===== src/rtl/unidade_busca.sv =====
// Instruction fetch unit for the single-cycle MIPS core: owns the PC, fetches over a
// req/valid handshake, and holds the fetched word in IR until the datapath retires it.
module unidade_busca #(
  parameter logic [31:0] RESET_PC = 32'h0000_0000,
  parameter int unsigned MAX_WAIT = 16
) (
  input  logic        clk,
  input  logic        reset,
  output logic        imem_req,
  output logic [31:0] imem_addr,
  input  logic        imem_valid,
  input  logic [31:0] imem_rdata,
  output logic [31:0] instr,
  output logic [5:0]  opcode,
  output logic        instr_valid,
  input  logic        instr_done,
  input  logic        branch,
  input  logic        zero,
  input  logic        jump,
  output logic [31:0] pc,
  output logic [31:0] pc_plus4,
  output logic        fetch_timeout,
  output logic [31:0] instr_count
);

  localparam int unsigned       WAIT_W    = $clog2(MAX_WAIT);
  localparam logic [WAIT_W-1:0] WAIT_LAST = WAIT_W'(MAX_WAIT - 1);

  typedef enum logic [1:0] {
    S_FETCH = 2'd0,
    S_RETRY = 2'd1,
    S_ISSUE = 2'd2
  } state_t;

  state_t            state_q, state_d;
  logic [31:0]       pc_q, pc_d;
  logic [31:0]       ir_q, ir_d;
  logic [WAIT_W-1:0] wait_q, wait_d;
  logic              timeout_q, timeout_d;
  logic [31:0]       count_q, count_d;
  logic [31:0]       seq_pc;
  logic [31:0]       next_pc;

  function automatic logic [31:0] branch_target(input logic [31:0] seq,
                                                input logic [15:0] imm);
    logic signed [31:0] off;
    off = {{14{imm[15]}}, imm, 2'b00};
    return seq + $unsigned(off);
  endfunction

  function automatic logic [31:0] jump_target(input logic [31:0] seq,
                                              input logic [25:0] idx);
    return {seq[31:28], idx, 2'b00};
  endfunction

  assign seq_pc = pc_q + 32'd4;

  // Jump outranks a taken branch; branch/zero/jump matter only on the instr_done cycle.
  always_comb begin
    next_pc = seq_pc;
    if (jump) begin
      next_pc = jump_target(seq_pc, ir_q[25:0]);
    end else if (branch && zero) begin
      next_pc = branch_target(seq_pc, ir_q[15:0]);
    end
  end

  always_comb begin
    state_d   = state_q;
    pc_d      = pc_q;
    ir_d      = ir_q;
    wait_d    = wait_q;
    timeout_d = timeout_q;
    count_d   = count_q;
    unique case (state_q)
      S_FETCH: begin
        if (imem_valid) begin
          ir_d    = imem_rdata;
          wait_d  = '0;
          state_d = S_ISSUE;
        end else if (wait_q == WAIT_LAST) begin
          timeout_d = 1'b1;
          wait_d    = '0;
          state_d   = S_RETRY;
        end else begin
          wait_d = wait_q + WAIT_W'(1);
        end
      end
      S_RETRY: state_d = S_FETCH;
      S_ISSUE: begin
        if (instr_done) begin
          pc_d    = next_pc;
          count_d = count_q + 32'd1;
          state_d = S_FETCH;
        end
      end
      default: state_d = S_FETCH;
    endcase
  end

  always_ff @(posedge clk or posedge reset) begin
    if (reset) begin
      state_q   <= S_FETCH;
      pc_q      <= RESET_PC;
      ir_q      <= '0;
      wait_q    <= '0;
      timeout_q <= 1'b0;
      count_q   <= '0;
    end else begin
      state_q   <= state_d;
      pc_q      <= pc_d;
      ir_q      <= ir_d;
      wait_q    <= wait_d;
      timeout_q <= timeout_d;
      count_q   <= count_d;
    end
  end

  assign imem_req      = (state_q == S_FETCH);
  assign imem_addr     = pc_q;
  assign instr         = ir_q;
  assign opcode        = ir_q[31:26];
  assign instr_valid   = (state_q == S_ISSUE);
  assign pc            = pc_q;
  assign pc_plus4      = seq_pc;
  assign fetch_timeout = timeout_q;
  assign instr_count   = count_q;

endmodule

===== config.mk =====
export PLATFORM = sky130hd
export DESIGN_NAME = unidade_busca
export DESIGN_NICKNAME = d
export VERILOG_FILES = /design/src/rtl/unidade_busca.sv
export SDC_FILE = /design/constraint.sdc
export NUM_CORES = 1
export LEC_CHECK = 0
export CAP_MARGIN = 15
export CORE_MARGIN = 3
export CORE_UTILIZATION = 48
export CTS_CLUSTER_DIAMETER = 80
export DETAILED_ROUTE_END_ITERATION = 8
export PLACE_DENSITY = 0.81
export RECOVER_POWER = 50
export SYNTH_ARGS = -nofsm -noshare
export SYNTH_HDL_FRONTEND = slang
export SYNTH_SLANG_ARGS = --single-unit
export TNS_END_PERCENT = 1

===== constraint.sdc =====
create_clock -name clk -period 3.95 [get_ports clk]
set_input_delay 0.79 -clock clk [delete_from_list [all_inputs] [get_ports clk]]
set_output_delay 0.79 -clock clk [all_outputs]
set_load 0.02 [all_outputs]

==> results by group, run 1 <==
Logic synthesis
  – Prevailing post-synth register cell: dfrtp_1
  – Yosys reg bits: 101
  – Largest area contributor in the netlist: dfrtp_1
  – Synth Warn #: 0
  – Synth top area share: 36.53%
  – Seq/Total Area, Yosys: 36.53%
  – Mean post-synth cell area: 9.152 um2
  – Post-synth EDFFs: 0
  – Largest cells by area after synthesis: dfrtp_1 37%, ha_1 6.9%, xnor2_1 6.7%, mux2_2 5.2%, buf_4 4.6%
  – FFs w/ async S/R, synth: 100.0%
  – Post-Syn Area: 6919 um2
  – Top post-synthesis cells by count: 101 x dfrtp_1, 80 x nand2_1, 53 x xnor2_1
  – Unique masters post-synth: 69
  – Post-Synthesis Cells: 756
  – Most numerous cell in the Yosys netlist: dfrtp_1

Timing
  – Final hold vios: 0
  – Slew margin rel.: -29.54%
  – Final setup fails: 0
  – Fmax: 261.4 MHz
  – Hold WS: 471.8 ps
  – Max Slew Vio Count: 80
  – Fin crit share: 96.86%
  – Final TNS setup: 0 ps
  – Worst Tran Pin Value: 1932 ps
  – Final Critical Period: 3826 ps
  – Worst setup margin: 124.2 ps
  – RSZ-0062 raised after global routing: yes
  – Setup Skew: 8.235 ps

Power and ir drop
  – Pwr per Cell Area: 730.6 nW/um2
  – Total Power: 6.795 mW
  – Leak pwr: 3.994 nW
  – Peak VDD IR: 0.4505 mV

Clock tree
  – H-tree depth: 3
  – Worst-path clk slew: 70 ps
  – Clock sink count: 101
  – Hold buffer count at cts: 0
  – CTS root buf: clkbuf_16
  – CTS buffer count: 9
  – CTS tree: done
  – Clk buf depth: 2
  – Clk Latency, worst-skew pair: 360 ps

Global routing
  – Largest net degree at the start of global routing: 59
  – First-pass GRT wire length: 33,460 um
  – GRT Util Overall: 26.22%
  – Global route total overflow: 0
  – Vias in the first global route: 6,319
  – Initial antenna violation count: 1

Setup path
  – CP Launch Type: register
  – Crit path arrival time: 4090 ps
  – Worst setup path category: register to register
  – Worst r2r dst: imem_addr[30]
  – Setup crit end: imem_addr[30]
  – Peak fanout along the critical path: 6
  – R2R Path Start: imem_addr[2]
  – Register-to-Register Path Depth: 13
  – Reg2Reg Setup Slack: 120 ps
  – Worst Setup SP: imem_addr[2]
  – Worst endpoint required time: 4220 ps
  – CP Capture Type: register

Status
  – Failing checks: max-capacitance violations, max-slew violations
  – Outcome: complete, but fails checks

Place
  – Port Buffer Count: 201
  – Pre-CTS setup slack: 166.4 ps
  – Placed Cells incl. Taps: 1,100
  – Final GP Congestion: 0.9188
  – DP Area: 8959 um2
  – Detail Placement HPWL: 15,690 um

Floorplanning
  – Die width: 126.1 um
  – Initial Util: 49.46%
  – Die Ht: 126.1 um
  – # rows: 43
  – Full die area: 15,890 um2
  – Placeable Area: 13,990 um2
  – I/O Pins: 208

Detailed routing
  – Pre-antenna DRT Iters: 5
  – Drt total wl: 21,080 um
  – Residual DRC: 0
  – Vias: 6,405
  – Initial DRC count: 429
  – Routed Antenna Nets: 0
  – WL per Instance: 18.90 um
  – Vias/cell: 5.744

Layout
  – Area growth from synthesis to layout: 34.41%
  – Core Util, Final: 66.48%
  – Design area: 9300 um2
  – Antenna Cells: 0
  – Nets: 1,009
  – Layout cells sized above 1: 10.70%
  – Final non-filler cell total: 1,115
  – Fill count: 1,125

Min path
  – HP Class: register to register

Run
  – Max-cap violations: 2
## where the power goes
part / total [mW] / leakage [nW] / internal (mW) / switching [mW]
registers: 1.65 / 1.25 / 1.27 / 0.377
logic: 4.25 / 2.60 / 1.93 / 2.32
clock network: 0.900 / 0.144 / 0.458 / 0.443
## repair_timing
item / in CTS / in global routing
resized for setup: 2 / 21
buffers inserted: 0 / 0
pin swaps: 0 / 3
setup endpoints to repair: 2 / 13
## layout make-up
cell class              instances  area (um2)  share of cell area (%)
multi-input cells             581        4018                   43.20
flip-flops and latches        101        2530                   27.20
repair buffers                224        2181                   23.45
clock buffers                  10       239.0                   2.570
well taps                     180       225.2                   2.422
clock inverters                 5       53.80                  0.5785
inverters                      14       53.80                  0.5785
## sequential cells by signal, summed over array words and instances, names as in the netlist
name / cells
fetch_timeout: 1
instr: 32
wait_q: 4
state_q: 2
instr_count: 32
imem_addr: 30
## per-layer routing
layer | share of wire (%) | up-vias | GRT usage [%]
met1 | 43 | 3100 | 33.50
met5 | 0.057 | - | 0
li1 | - | 3014 | -
met2 | 48 | 253 | 43.91
met4 | 2.1 | 2 | 8.580
met3 | 7.1 | 36 | 6.277
## critical path: stages (launching register included)
cell and delay (ps):
dfrtp_1 360, buf_4 150, nand3_1 130, or2_2 340, xnor2_1 330, ha_1 360, o2111ai_1 280, a21oi_1 150
o41ai_2 470, o31a_1 250, o21ai_1 120, a31oi_1 230, mux2_2 370, o221ai_1 180
## layout by cell type, fill, tap and decap left out, types with 12 or more instances in the layout
cell type / count
a21o_1: 14
a21oi_1: 46
and3_1: 15
buf_4: 20
clkdlybuf4s50_1: 171
dfrtp_1: 99
dlygate4sd3_1: 26
ha_1: 35
inv_1: 12
mux2_2: 32
nand2_1: 80
nand3_1: 25
nand4_1: 19
nor2_1: 51
o21ai_0: 45
xnor2_1: 49
xor2_1: 28
## cell families after synthesis
family	count (synthesis)	share of synthesized area, %
AO/OA/AOI/OAI	172	15.68
XOR/XNOR	82	10.38
adder cells (fa/ha/maj)	39	7.161
buffers and inverters	79	6.600
flip-flops	101	36.53
multiplexers	38	6.076
other	1	0.05420
AND/OR/NAND/NOR	244	17.52
## worst min-delay path by stage
stage                        startpoint            end  slack (ps)  depth (start not counted)
after floorplan               wait_q[1]      wait_q[1]         460                          2
after global placement    fetch_timeout  fetch_timeout         450                          1
after detailed placement  fetch_timeout  fetch_timeout         460                          1
after CTS                 fetch_timeout  fetch_timeout         480                          1
after global routing      fetch_timeout  fetch_timeout         490                          1
final                     fetch_timeout  fetch_timeout         470                          1
(Power assumes the default switching activity.)
==> run 2, diff against run 1 <==
==> constraint.sdc (replaced) <==
create_clock -name clk -period 4.15 [get_ports clk]
set_input_delay 0.83 -clock clk [delete_from_list [all_inputs] [get_ports clk]]
set_output_delay 0.83 -clock clk [all_outputs]
set_load 0.02 [all_outputs]
==> run 2 against run 1 <==
Sequential power fell by 4%. Register-to-register slack improved by 130 ps. Sequential cell count did not move. Total power fell by 5.7%. First-iteration DRC count rose by 20%. Cell area fell by 1.2%. Routed wire length fell by 0.72%. Die area did not move. Clock-buffer cell count fell by 1. Clock power fell by 2%. Critical endpoint is now pc_plus4[28]. The flow still finishes with violations (max-capacitance violations, max-slew violations). Global-route usage fell by 0.22 points. Via count rose by 0.73%.
==> results by group, run 2 (synthesis results as in run 1) <==
Status
  – Outcome: complete, but fails checks (unchanged)
  – Failing checks: max-capacitance violations, max-slew violations (unchanged)

Setup path
  – Register-to-Register Path Depth: 14 (was 13)
  – R2R Path Start: imem_addr[3] (was imem_addr[2])
  – CP Capture Type: primary output (was register)
  – Worst endpoint required time: 3320 ps (was 4220 ps)
  – Crit path arrival time: 3190 ps (was 4090 ps)
  – Reg2Reg Setup Slack: 250 ps (was 120 ps)
  – Peak fanout along the critical path: 6 (unchanged)
  – CP Launch Type: register (unchanged)
  – Worst setup path category: register to primary output (was register to register)
  – Worst r2r dst: imem_addr[24] (was imem_addr[30])

Global routing
  – Vias in the first global route: 6,133 (was 6,319)
  – Largest net degree at the start of global routing: 82 (was 59)
  – GRT Util Overall: 26.00% (was 26.22%)
  – Initial antenna violation count: 1 (unchanged)
  – Global route total overflow: 0 (unchanged)
  – First-pass GRT wire length: 33,230 um (was 33,460 um)

Place
  – Detail Placement HPWL: 15,550 um (was 15,690 um)
  – Final GP Congestion: 0.9608 (was 0.9188)
  – Pre-CTS setup slack: 194.7 ps (was 166.4 ps)
  – Port Buffer Count: 201 (unchanged)

Timing
  – Worst setup margin: 129.4 ps (was 124.2 ps)
  – Max Slew Vio Count: 145 (was 80)
  – Final TNS setup: 0 ps (unchanged)
  – Fmax: 248.7 MHz
  – Setup Skew: 9.245 ps (was 8.235 ps)
  – Final Critical Period: 4021 ps
  – Final hold vios: 0 (unchanged)
  – RSZ-0062 raised after global routing: no (was yes)
  – Final setup fails: 0 (unchanged)
  – Fin crit share: 96.88%
  – Slew margin rel.: -30.74% (was -29.54%)
  – Worst Tran Pin Value: 1961 ps (was 1932 ps)

Min path
  – Cells on Worst Hold Path: 1 (unchanged)
  – Worst Hold End: instr_count[31] (was fetch_timeout)
  – HP Class: register to register (unchanged)
  – Min-delay src: instr_count[31] (was fetch_timeout)

Detailed routing
  – Pre-antenna DRT Iters: 5 (unchanged)
  – Vias/cell: 5.813 (was 5.744)
  – Vias: 6,452 (was 6,405)
  – Residual DRC: 0 (unchanged)
  – Routed Antenna Nets: 0 (unchanged)
  – Initial DRC count: 516 (was 429)
  – Drt total wl: 20,930 um (was 21,080 um)
  – WL per Instance: 18.85 um (was 18.90 um)

Power and ir drop
  – Total Power: 6.408 mW (was 6.795 mW)
  – Pwr per Cell Area: 697.5 nW/um2 (was 730.6 nW/um2)
  – Peak VDD IR: 0.4645 mV (was 0.4505 mV)
  – Leak pwr: 3.906 nW (was 3.994 nW)

Clock tree
  – Worst-path clk slew: 70 ps (about the same)
  – H-tree depth: 3 (unchanged)
  – Clk buf depth: 2 (unchanged)
  – CTS tree: done (unchanged)
  – CTS root buf: clkbuf_16 (unchanged)
  – Clock sink count: 101 (unchanged)
  – Clk Latency, worst-skew pair: 360 ps (about the same)
  – Hold buffer count at cts: 0 (unchanged)
  – CTS buffer count: 9 (unchanged)

Floorplanning
  – I/O Pins: 208 (unchanged)
  – # rows: 43 (unchanged)
  – Placeable Area: 13,990 um2 (unchanged)
  – Full die area: 15,890 um2 (unchanged)
  – Die width: 126.1 um (unchanged)
  – Initial Util: 49.46% (unchanged)
  – Die Ht: 126.1 um (unchanged)

Layout
  – Fill count: 1,122 (was 1,125)
  – Nets: 1,004 (was 1,009)
  – Layout cells sized above 1: 8.495% (was 10.70%)
  – Area growth from synthesis to layout: 32.77% (was 34.41%)
  – Most frequent cells in the layout: 172 x clkdlybuf4s50_1, 101 x dfrtp_1, 80 x nand2_1, 53 x xnor2_1, 51 x nor2_1 (was 171 x clkdlybuf4s50_1, 99 x dfrtp_1, 80 x nand2_1, 51 x nor2_1, 49 x xnor2_1)
  – Commonest non-fill, non-tap cell in the layout: clkdlybuf4s50_1 (unchanged)
  – Antenna Cells: 0 (unchanged)

Run
  – Max-cap violations: 3 (was 2)
run 2: timing repair:
action                                  CTS  global route
setup buffers                             0             1
hold endpoints to repair                  0             0
endpoints found under the setup margin    0             7
gates resized for setup                   0             4
run 2: layout make-up:
class                   instances  area (um2)  share of cell area, %
repair buffers                219        2131                  23.20
flip-flops and latches        101        2527                  27.51
well taps                     180       225.2                  2.452
clock buffers                   9       225.2                  2.452
inverters                      14       52.55                 0.5721
clock inverters                 6       76.32                 0.8308
multi-input cells             581        3949                  42.99
run 2: power by group:
part | switching, mW | internal, mW | leakage, nW | total (mW)
registers | 0.375 | 1.21 | 1.26 | 1.58
clock network | 0.404 | 0.477 | 0.149 | 0.880
logic | 2.15 | 1.79 | 2.50 | 3.94
run 2: routing by layer:
layer / GRT usage (%) / vias up / share of wire (%)
met1: 34.55 / 3121 / 43
met2: 43.07 / 282 / 48
met5: 0 / - / 0.062
met4: 7.950 / 2 / 2.0
met3: 5.131 / 30 / 7.1
li1: - / 3017 / -
run 2: how the worst max path moves through the flow:
stage	startpoint	end	slack (ps)	cells past startpoint
6_report	imem_addr[3]	pc_plus4[28]	130	8
2_1_floorplan	imem_addr[2]	imem_addr[25]	250	16
3_5_place_dp	imem_addr[3]	imem_addr[31]	190	16
5_1_grt	imem_addr[7]	pc_plus4[27]	20	8
4_1_cts	imem_addr[3]	pc_plus4[28]	70	8
3_3_place_gp	imem_addr[3]	imem_addr[31]	330	15
run 2: through the flow:
step	hold WS (ps)	instances	cell area, um2	util (%)
floorplan	457.2	761	6938	-
global placement	453.1	1094	8901	63.63
detailed placement	466.6	1094	8901	63.63
CTS	476.5	1109	9203	65.79
global route	498.0	1110	9186	65.67
finish	470.0	1110	9186	65.67
run 2: worst max-delay path, stage by stage, from the launching register on:
cell	delay [ps]
dfrtp_1	440
ha_1	240
nand4_1	200
nor2_2	220
and3_1	330
nand4_1	250
nor2_1	200
xor2_1	290
clkdlybuf4s50_1	670
==> run 3, diff against run 2 <==
--- a/config.mk
+++ b/config.mk
@@ -12,6 +12,7 @@
 export DETAILED_ROUTE_END_ITERATION = 8
 export PLACE_DENSITY = 0.81
 export RECOVER_POWER = 50
+export SLEW_MARGIN = 15
 export SYNTH_ARGS = -nofsm -noshare
 export SYNTH_HDL_FRONTEND = slang
 export SYNTH_SLANG_ARGS = --single-unit
==> results of run 3 <==
Same layout as run 2: the final DEF is identical, and so are final timing and power.
